## src/rtl/pc_fetch_ctrl.sv

```systemverilog
`default_nettype none
// ============================================================================
//  Module   : pc_fetch_ctrl
//  Purpose  : Owns the program counter and sequences instruction fetch around
//             the next-PC unit. Runs a req/ack handshake to instruction
//             memory, holds the fetched word for decode until it is consumed,
//             then loads the next PC. Redirects to the exception vector on
//             exc_req, fetch timeout or a misaligned next PC, and counts
//             retired instructions.
//  Ports    : clk          - system clock, rising edge
//             reset_n      - asynchronous active-low reset
//             npc          - next PC from the NPC unit (function of pc)
//             pc           - current PC register
//             imem_req     - fetch request (high only while fetching)
//             imem_addr    - fetch address, equal to pc
//             imem_ack     - memory returns imem_rdata this cycle
//             imem_rdata   - fetched instruction word
//             instr        - held instruction for decode
//             instr_valid  - instr is valid and stable
//             instr_ready  - decode consumes instr this cycle
//             exc_req      - exception redirect request (level)
//             fetch_err    - one-cycle pulse on timeout or misaligned npc
//             retire_cnt   - consumed instruction count, wraps
//  Revision : 1.0 - initial release
// ============================================================================
module pc_fetch_ctrl #(
    parameter logic [31:0] RESET_PC = 32'h0000_3000,
    parameter logic [31:0] EXC_PC   = 32'h0000_4180,
    parameter int          TIMEOUT  = 16
) (
    input  logic        clk,
    input  logic        reset_n,
    input  logic [31:0] npc,
    output logic [31:0] pc,
    output logic        imem_req,
    output logic [31:0] imem_addr,
    input  logic        imem_ack,
    input  logic [31:0] imem_rdata,
    output logic [31:0] instr,
    output logic        instr_valid,
    input  logic        instr_ready,
    input  logic        exc_req,
    output logic        fetch_err,
    output logic [31:0] retire_cnt
);

    // Counter only has to reach TIMEOUT-1, so clog2(TIMEOUT) bits suffice.
    localparam int                 c_CNT_W     = (TIMEOUT > 2) ? $clog2(TIMEOUT) : 1;
    localparam logic [c_CNT_W-1:0] c_WAIT_LAST = c_CNT_W'(TIMEOUT - 1);

    typedef enum logic [1:0] {
        S_IDLE  = 2'd0,
        S_FETCH = 2'd1,
        S_HOLD  = 2'd2
    } state_t;

    state_t             r_state;
    logic [31:0]        r_pc;
    logic [31:0]        r_instr;
    logic               r_instr_valid;
    logic               r_imem_req;
    logic               r_fetch_err;
    logic [31:0]        r_retire_cnt;
    logic [c_CNT_W-1:0] r_wait_cnt;

    // imem_req / instr_valid are registered alongside the state so they
    // always track it exactly: req only in FETCH, valid only in HOLD.
    always_ff @(posedge clk or negedge reset_n) begin
        if (!reset_n) begin
            r_state       <= S_IDLE;
            r_pc          <= RESET_PC;
            r_instr       <= 32'd0;
            r_instr_valid <= 1'b0;
            r_imem_req    <= 1'b0;
            r_fetch_err   <= 1'b0;
            r_retire_cnt  <= 32'd0;
            r_wait_cnt    <= '0;
        end else begin
            r_fetch_err <= 1'b0;
            case (r_state)
                S_IDLE: begin
                    // Single idle cycle; an exception here only retargets pc.
                    if (exc_req) begin
                        r_pc <= EXC_PC;
                    end
                    r_wait_cnt <= '0;
                    r_state    <= S_FETCH;
                    r_imem_req <= 1'b1;
                end
                S_FETCH: begin
                    if (exc_req) begin
                        // Exception wins; a same-cycle ack is dropped.
                        r_pc       <= EXC_PC;
                        r_wait_cnt <= '0;
                        r_state    <= S_IDLE;
                        r_imem_req <= 1'b0;
                    end else if (imem_ack) begin
                        r_instr       <= imem_rdata;
                        r_wait_cnt    <= '0;
                        r_state       <= S_HOLD;
                        r_imem_req    <= 1'b0;
                        r_instr_valid <= 1'b1;
                    end else if (r_wait_cnt == c_WAIT_LAST) begin
                        r_fetch_err <= 1'b1;
                        r_pc        <= EXC_PC;
                        r_wait_cnt  <= '0;
                        r_state     <= S_IDLE;
                        r_imem_req  <= 1'b0;
                    end else begin
                        r_wait_cnt <= r_wait_cnt + c_CNT_W'(1);
                    end
                end
                S_HOLD: begin
                    if (exc_req) begin
                        // No retirement even if decode consumes this cycle.
                        r_pc          <= EXC_PC;
                        r_instr_valid <= 1'b0;
                        r_wait_cnt    <= '0;
                        r_state       <= S_IDLE;
                    end else if (instr_ready) begin
                        r_retire_cnt  <= r_retire_cnt + 32'd1;
                        r_instr_valid <= 1'b0;
                        r_state       <= S_FETCH;
                        r_imem_req    <= 1'b1;
                        r_wait_cnt    <= '0;
                        // A misaligned next PC still retires the current
                        // instruction but redirects to the exception vector.
                        if (npc[1:0] == 2'b00) begin
                            r_pc <= npc;
                        end else begin
                            r_pc        <= EXC_PC;
                            r_fetch_err <= 1'b1;
                        end
                    end
                end
                default: begin
                    r_state       <= S_IDLE;
                    r_instr_valid <= 1'b0;
                    r_imem_req    <= 1'b0;
                    r_wait_cnt    <= '0;
                end
            endcase
        end
    end

    assign pc          = r_pc;
    assign imem_addr   = r_pc;
    assign imem_req    = r_imem_req;
    assign instr       = r_instr;
    assign instr_valid = r_instr_valid;
    assign fetch_err   = r_fetch_err;
    assign retire_cnt  = r_retire_cnt;

endmodule
`default_nettype wire
```

## config.mk

```make
export PLATFORM = sky130hd
export DESIGN_NAME = pc_fetch_ctrl
export DESIGN_NICKNAME = d
export VERILOG_FILES = /design/src/rtl/pc_fetch_ctrl.sv
export SDC_FILE = /design/constraint.sdc
export NUM_CORES = 1
export LEC_CHECK = 0
export BUFFER_PORTS_ARGS = -buffer_cell sky130_fd_sc_hd__buf_2
export CAP_MARGIN = 20
export CORE_ASPECT_RATIO = 0.7
export CORE_UTILIZATION = 51
export DETAILED_ROUTE_END_ITERATION = 10
export HOLD_SLACK_MARGIN = 0.05
export PLACE_DENSITY = 0.88
export REMOVE_ABC_BUFFERS = 1
export SYNTH_ARGS = -nofsm -noshare
export SYNTH_HDL_FRONTEND = slang
export SYNTH_SLANG_ARGS = --single-unit
```

## constraint.sdc

```tcl
create_clock -name clk -period 3.4 [get_ports clk]
set_clock_uncertainty 0.05 [all_clocks]
set_input_delay 0.51 -clock clk [delete_from_list [all_inputs] [get_ports clk]]
set_output_delay 0.51 -clock clk [all_outputs]
set_load 0.05 [all_outputs]
```

==> impl_metrics.toml, run 1 <==
[die]
die_h_um = 82.0
coreArea_mm2 = 0.00865
die_area_mm2 = 0.00954
rows = 28
chipWidth_um = 116
initial_utilization_pct = 53.9
ios = 200

[timing]
period_needed_ns = 2.22
finalCritPeriodShare_pct = 65.3
rsz0062_at_grt = "no"
hold_viol = 0
holdWs_ns = 0.340
timing.slew.headroom_pct = 38.1
setup_tns_ns = 0
layout_setup_ws_ns = 1.18
fmax_mhz = 451
drv_slew = 0
setup_viol_count_final = 0
tightestPinTransition_ns = 0.926

[placed_design]
place_inst = 696
gp_congestion = 0.820
dpl_cell_area_mm2 = 0.00555
io_buffers = 199
dp_hpwl_um = 7510
pre_cts_slack_ns = 1.04

[routing]
wl_per_cell_um = 14.2
routed.top_layer = "met4"
wl_met3_um = 639
drt-pass1-iter-count = 4
dr_wl_met2_um = 4930
vias = 3588
postRouteWirelength_um = 10100
drt_iter0_drc = 104
post-route-drc-count = 0
met1Wirelength_um = 4450
ant_nets = 0
vias_per_cell = 5.03

[clocking]
cts_buffers = 9
path_clk_slew_ns = 0.07
root_buffer = "clkbuf_16"
cts_tree = "done"
insertion_delay_ns = 0.33
clock-sinks = 105
cts-htree-levels = 3
clock_path_buffers = 2

[yosys]
async_reset_ff_share_pct = 100
syn_area_mm2 = 0.00466
netlist_top_cells_count = "dfrtp_1 (103), nand2_1 (82), o21ai_0 (33)"
yosysTopAreaCellShare_pct = 55.3
synth_cell_types = 43
syn_inst = 419
yosys_register_bits = 105
yosys_warnings = 0
synthDominantAreaCellType = "dfrtp_1"
synth_area_leaders = "dfrtp_1 (55%), mux2_2 (7.7%), nand2_1 (6.6%)"
synth.most_common_cell = "dfrtp_1"
synth_edf_count = 0
yosysSeqAreaShare_pct = 56.4
synthFlopType = "dfrtp_1"
avgSynthCellArea_um2 = 11.1

[cells_and_area]
diodes = 0
nNetsFinal = 665
final_cell_area_mm2 = 0.00590
final_util_pct = 68.1
area_growth_pct = 26.4
fin_cells = 714
drive_above_1_share_pct = 44.8

[setup_path]
required_ns = 3.59
r2r_slack_ns = 1.18
start_kind = "flop"
path_depth = 6
cp_max_fo = 27
cp_top_family = "simple AND/OR/NAND/NOR gates"
r2r_end = "imem_addr[27]$_DFFE_PN0P_"
endpoint_kind = "flop"
crit_type = "flop to flop"
crit_chain = "inv_1 -> ha_1 -> nand2b_1 -> nor3_4 -> nand2_1 -> o21ai_0"
crit_path_max_incr_delay_ns = 0.76
worstRegToRegCells = 6
slowest_stage = "nor3_4"
cp_data_arrival_time_ns = 2.41
rr_startpoint = "r_state[0]$_DFFE_PN0P_"
path_buf_inv = 1

[power_and_ir_drop]
p_per_area_mw_per_mm2 = 759
combPwrFrac_pct = 40.5
internal_power_mw = 2.54
p_total_mw = 4.47
pwr-share-clk_pct = 22.6
switching_share_pct = 43.2
leakagePower_nw = 3.11
peakVddDrop_mv = 0.381
switchingPower_mw = 1.93
seq_power_share_pct = 36.9

[min_path]
hold-path-endpoint = "imem_addr[12]$_DFFE_PN1P_"
worstHoldPathCells = 3
hold_start = "npc[12]"
hold_class = "primary input to flop"

[global_route]
antenna_found_initial = 0
grt_use_total_pct = 21.1
grt_pass1_vias = 3302
grt_max_degree = 88
grt_pass1_wl_um = 15400
grt_overflow = 0

[flow_run]
max_cap_violations = 0

[status]
outcome = "finished clean"
cell usage in the layout, fill, tap and decap left out, types with 2 or more instances in the layout:
cell type	n
o21ai_1	2
nand3_1	13
buf_4	4
nor2_1	12
mux2_2	32
and3_1	5
inv_6	2
dfstp_2	2
clkbuf_16	9
nor3b_1	2
nand3b_1	2
nor4_1	5
nand4_1	4
buf_2	198
a21oi_1	3
o21ai_0	33
and2_1	4
xor2_1	9
dfrtp_1	103
clkinvlp_4	2
inv_1	6
o31ai_1	5
nand2_1	82
ha_1	6
nand2b_1	2
nor3_2	2
xnor2_1	22
nand4_2	2
worst reg2reg max path, cell delays in order, from the launching register on:
cell	delay, ns
dfrtp_1	0.41
inv_1	0.10
ha_1	0.25
nand2b_1	0.22
nor3_4	0.77
nand2_1	0.10
o21ai_0	0.23
worst max-delay path by stage:
| stage | start | to | slack [ns] |
|---|---|---|---|
| floorplan | r_state[1]$_DFFE_PN0P_ | imem_addr[10]$_DFFE_PN0P_ | 0.90 |
| global placement | r_wait_cnt[0]$_DFFE_PN0P_ | imem_addr[25]$_DFFE_PN0P_ | 1.22 |
| detailed placement | r_wait_cnt[0]$_DFFE_PN0P_ | imem_addr[22]$_DFFE_PN0P_ | 1.04 |
| CTS | r_wait_cnt[0]$_DFFE_PN0P_ | imem_addr[24]$_DFFE_PN0P_ | 1.02 |
| global route | r_state[0]$_DFFE_PN0P_ | imem_addr[24]$_DFFE_PN0P_ | 0.89 |
| finish | r_state[0]$_DFFE_PN0P_ | imem_addr[27]$_DFFE_PN0P_ | 1.18 |
per-layer routing:
metal | global-route usage, % | vias to the layer above
li1 | - | 1727
met1 | 26.8 | 1702
met2 | 36.1 | 145
met3 | 4.72 | 14
met4 | 6.79 | 0
met5 | 0 | -
area by class of cell:
| cell class | count | area [um2] |
|---|---|---|
| Sequential cell | 105 | 2630 |
| Clock inverter | 6 | 67.6 |
| Timing Repair Buffer | 205 | 1080 |
| Tap cell | 120 | 150 |
| Inverter | 6 | 22.5 |
| Fill cell | 646 | 2760 |
| Clock buffer | 9 | 225 |
| Multi-Input combinational cell | 263 | 1720 |
cell families (layout without fill, tap and decap cells):
family                   Yosys count  count (layout)  synth area share [%]
multiplexers                      32              32                  7.73
buffers and inverters             51             226                  6.84
AND/OR/NAND/NOR                  146             146                  15.9
XOR/XNOR                          31              31                  5.82
AO/OA/AOI/OAI                     48              48                  5.77
flip-flops                       105             105                  56.4
adder cells (fa/ha/maj)            6               6                  1.61
state kept, by name (all words and copies together), names as in the netlist:
register,flops
fetch_err,1
imem_addr,32
imem_req,1
instr,32
instr_valid,1
r_state,2
r_wait_cnt,4
retire_cnt,32
power by group through the flow:
stage,Sequential (mW),Combinational [mW],Clock (mW)
2_1_floorplan,2.58,0.399,0
3_3_place_gp,1.65,1.76,0
3_5_place_dp,1.67,1.79,0
4_1_cts,1.65,1.79,1.04
5_1_grt,1.68,1.93,1.08
6_report,1.65,1.81,1.01
repair_timing:
item                       4_1_cts  5_1_grt
hold endpoints to repair         0       15
gates resized for setup          0        0
buffers inserted                 0        0
hold buffers                     0        1
setup endpoints to repair        0        0
No activity file was read; power rests on OpenSTA's default activity.
==> run 2, diff against run 1 <==
--- a/config.mk
+++ b/config.mk
@@ -8,10 +8,10 @@
 export BUFFER_PORTS_ARGS = -buffer_cell sky130_fd_sc_hd__buf_2
 export CAP_MARGIN = 20
 export CORE_ASPECT_RATIO = 0.7
-export CORE_UTILIZATION = 51
+export CORE_UTILIZATION = 48
 export DETAILED_ROUTE_END_ITERATION = 10
 export HOLD_SLACK_MARGIN = 0.05
-export PLACE_DENSITY = 0.88
+export PLACE_DENSITY = 0.83
 export REMOVE_ABC_BUFFERS = 1
 export SYNTH_ARGS = -nofsm -noshare
 export SYNTH_HDL_FRONTEND = slang
==> constraint.sdc (replaced) <==
create_clock -name clk -period 2.25 [get_ports clk]
set_clock_uncertainty 0.05 [all_clocks]
set_input_delay 0.3375 -clock clk [delete_from_list [all_inputs] [get_ports clk]]
set_output_delay 0.3375 -clock clk [all_outputs]
set_load 0.05 [all_outputs]
==> run 2 against run 1 <==
  * First-iteration DRC count up 11%
  * Via count down 0.45%
  * Critical path depth up 1
  * Sequential share of layout area down 0.17 points
  * Final area up 0.38%
  * Setup slack worse by 1.0 ns
  * Combinational power up 51%
  * Global-route usage down 0.29 points
  * Critical path type unchanged
==> impl_metrics.toml, run 2 (synthesis results as in run 1) <==
[power_and_ir_drop]
p_per_area_mw_per_mm2 = 1150
internal_power_mw = 3.88
pwr-share-clk_pct = 22.8
switching_share_pct = 42.9
leakagePower_nw = 3.12
combPwrFrac_pct = 40.4
peakVddDrop_mv = 0.474
seq_power_share_pct = 36.8
switchingPower_mw = 2.91

[setup_path]
crit_type = "flop to flop"
endpoint_kind = "flop"
start_kind = "flop"
cp_data_arrival_time_ns = 2.29
cp_max_fo = 6
r2r_slack_ns = 0.16
required_ns = 2.45

[global_route]
antenna_found_initial = 0
grt_use_total_pct = 20.8
grt_pass1_wl_um = 16600
grt_max_degree = 52
grt_overflow = 0
grt_pass1_vias = 3495

[clocking]
cts.repair.resized = 0
postCtsSetupRepairBufs = 0
clock_path_buffers = 2
root_buffer = "clkbuf_16"
insertion_delay_ns = 0.33
cts_tree = "done"
hold_buffers = 1
path_clk_slew_ns = 0.07
cts-htree-levels = 3
cts_buffers = 9
clock-sinks = 105

[cells_and_area]
final_cell_mix = "buf_2 (198), dfrtp_1 (103), nand2_1 (82)"
nNetsFinal = 667
num-fill-cells = 750
final_util_pct = 64.0
seq_area_mm2 = 0.00263
area_growth_pct = 26.9
drive_above_1_share_pct = 45.0
final_common_cell = "buf_2"
multi_input_area_mm2 = 0.00172
diodes = 0

[routing]
drt-pass1-iter-count = 4
vias = 3572
post-route-drc-count = 0
drt_iter0_drc = 115
wl_per_cell_um = 14.3
vias_per_cell = 4.96
postRouteWirelength_um = 10300
ant_nets = 0

[die]
die_h_um = 84.5
chipWidth_um = 120
initial_utilization_pct = 50.4
die_area_mm2 = 0.0101
rows = 29
ios = 200
coreArea_mm2 = 0.00925

[placed_design]
io_buffers = 199
gp_congestion = 0.855
dp_hpwl_um = 7850

[flow_run]
max_cap_violations = 0

[timing]
finalCritPeriodShare_pct = 93.0
hold_viol = 0
tightestPinTransition_ns = 0.655
fmax_mhz = 478
setup_viol_count_final = 0
drv_slew = 0
period_needed_ns = 2.09
setup_tns_ns = 0
rsz0062_at_grt = "no"
timing.slew.headroom_pct = 56.3

[status]
outcome = "finished clean"

[min_path]
hold_class = "primary input to flop"
-- run 2: changes by cell type in the layout (fill, tap and decap cells not counted) --
cell / delta
clkinv_4: +1
clkinv_2: -1
clkbuf_8: +1
buf_12: +1
clkinvlp_4: -1
buf_4: +2
buf_16: -1
-- run 2: critical path: stages (launching register included) --
cell      delay (ns)
dfrtp_1         0.41
inv_1           0.10
ha_1            0.25
nand3b_1        0.25
nor4_1          0.39
nand4_1         0.22
nor2_1          0.16
xor2_1          0.18
-- run 2: area by class of cell --
type                    count  area share (%)
clock inverters             5            1.08
well taps                 124            2.62
multi-input cells         263            29.1
clock buffers              10            4.04
repair buffers            207            18.3
inverters                   6           0.380
flip-flops and latches    105            44.4
-- run 2: routing by layer --
layer / GRT usage, % / part of all wire, % / up-vias
li1: - / - / 1724
met1: 26.7 / 45 / 1690
met2: 35.5 / 49 / 145
met3: 4.48 / 5.7 / 13
met4: 6.70 / 1.3 / 0
met5: 0 / 0 / -
-- run 2: per-stage QoR --
stage	setup slack [ns]	std cells	area, um2	total power [mW]	hold slack, ns
floorplan	-0.249	374	4370	4.51	-0.00809
global placement	0.0534	703	5590	5.17	0.353
detailed placement	0.189	704	5610	5.29	0.366
CTS	0.186	720	5920	6.86	0.147
global route	0.0236	720	5920	7.09	0.173
finish	0.158	720	5920	6.79	0.156
-- run 2: power groups by stage --
stage / clock network, mW / logic, mW / registers [mW]
after CTS: 1.60 / 2.76 / 2.50
after global placement: 0 / 2.67 / 2.50
after floorplan: 0 / 0.602 / 3.90
after detailed placement: 0 / 2.76 / 2.53
final: 1.55 / 2.74 / 2.50
after global routing: 1.67 / 2.88 / 2.54
-- run 2: worst paths after layout --
kind                                             from  cells after the start                    endpoint
max                            r_state[0]$_DFFE_PN0P_                      7  retire_cnt[28]$_DFFE_PN0P_
min                                           npc[13]                      3   imem_addr[13]$_DFFE_PN1P_
max reg2reg                    r_state[0]$_DFFE_PN0P_                      7  retire_cnt[28]$_DFFE_PN0P_
min reg2reg                retire_cnt[31]$_DFFE_PN0P_                      1  retire_cnt[31]$_DFFE_PN0P_
max in group asynchronous                     reset_n                      3       instr[29]$_DFFE_PN0P_
min in group asynchronous                     reset_n                      2   imem_addr[31]$_DFFE_PN0P_
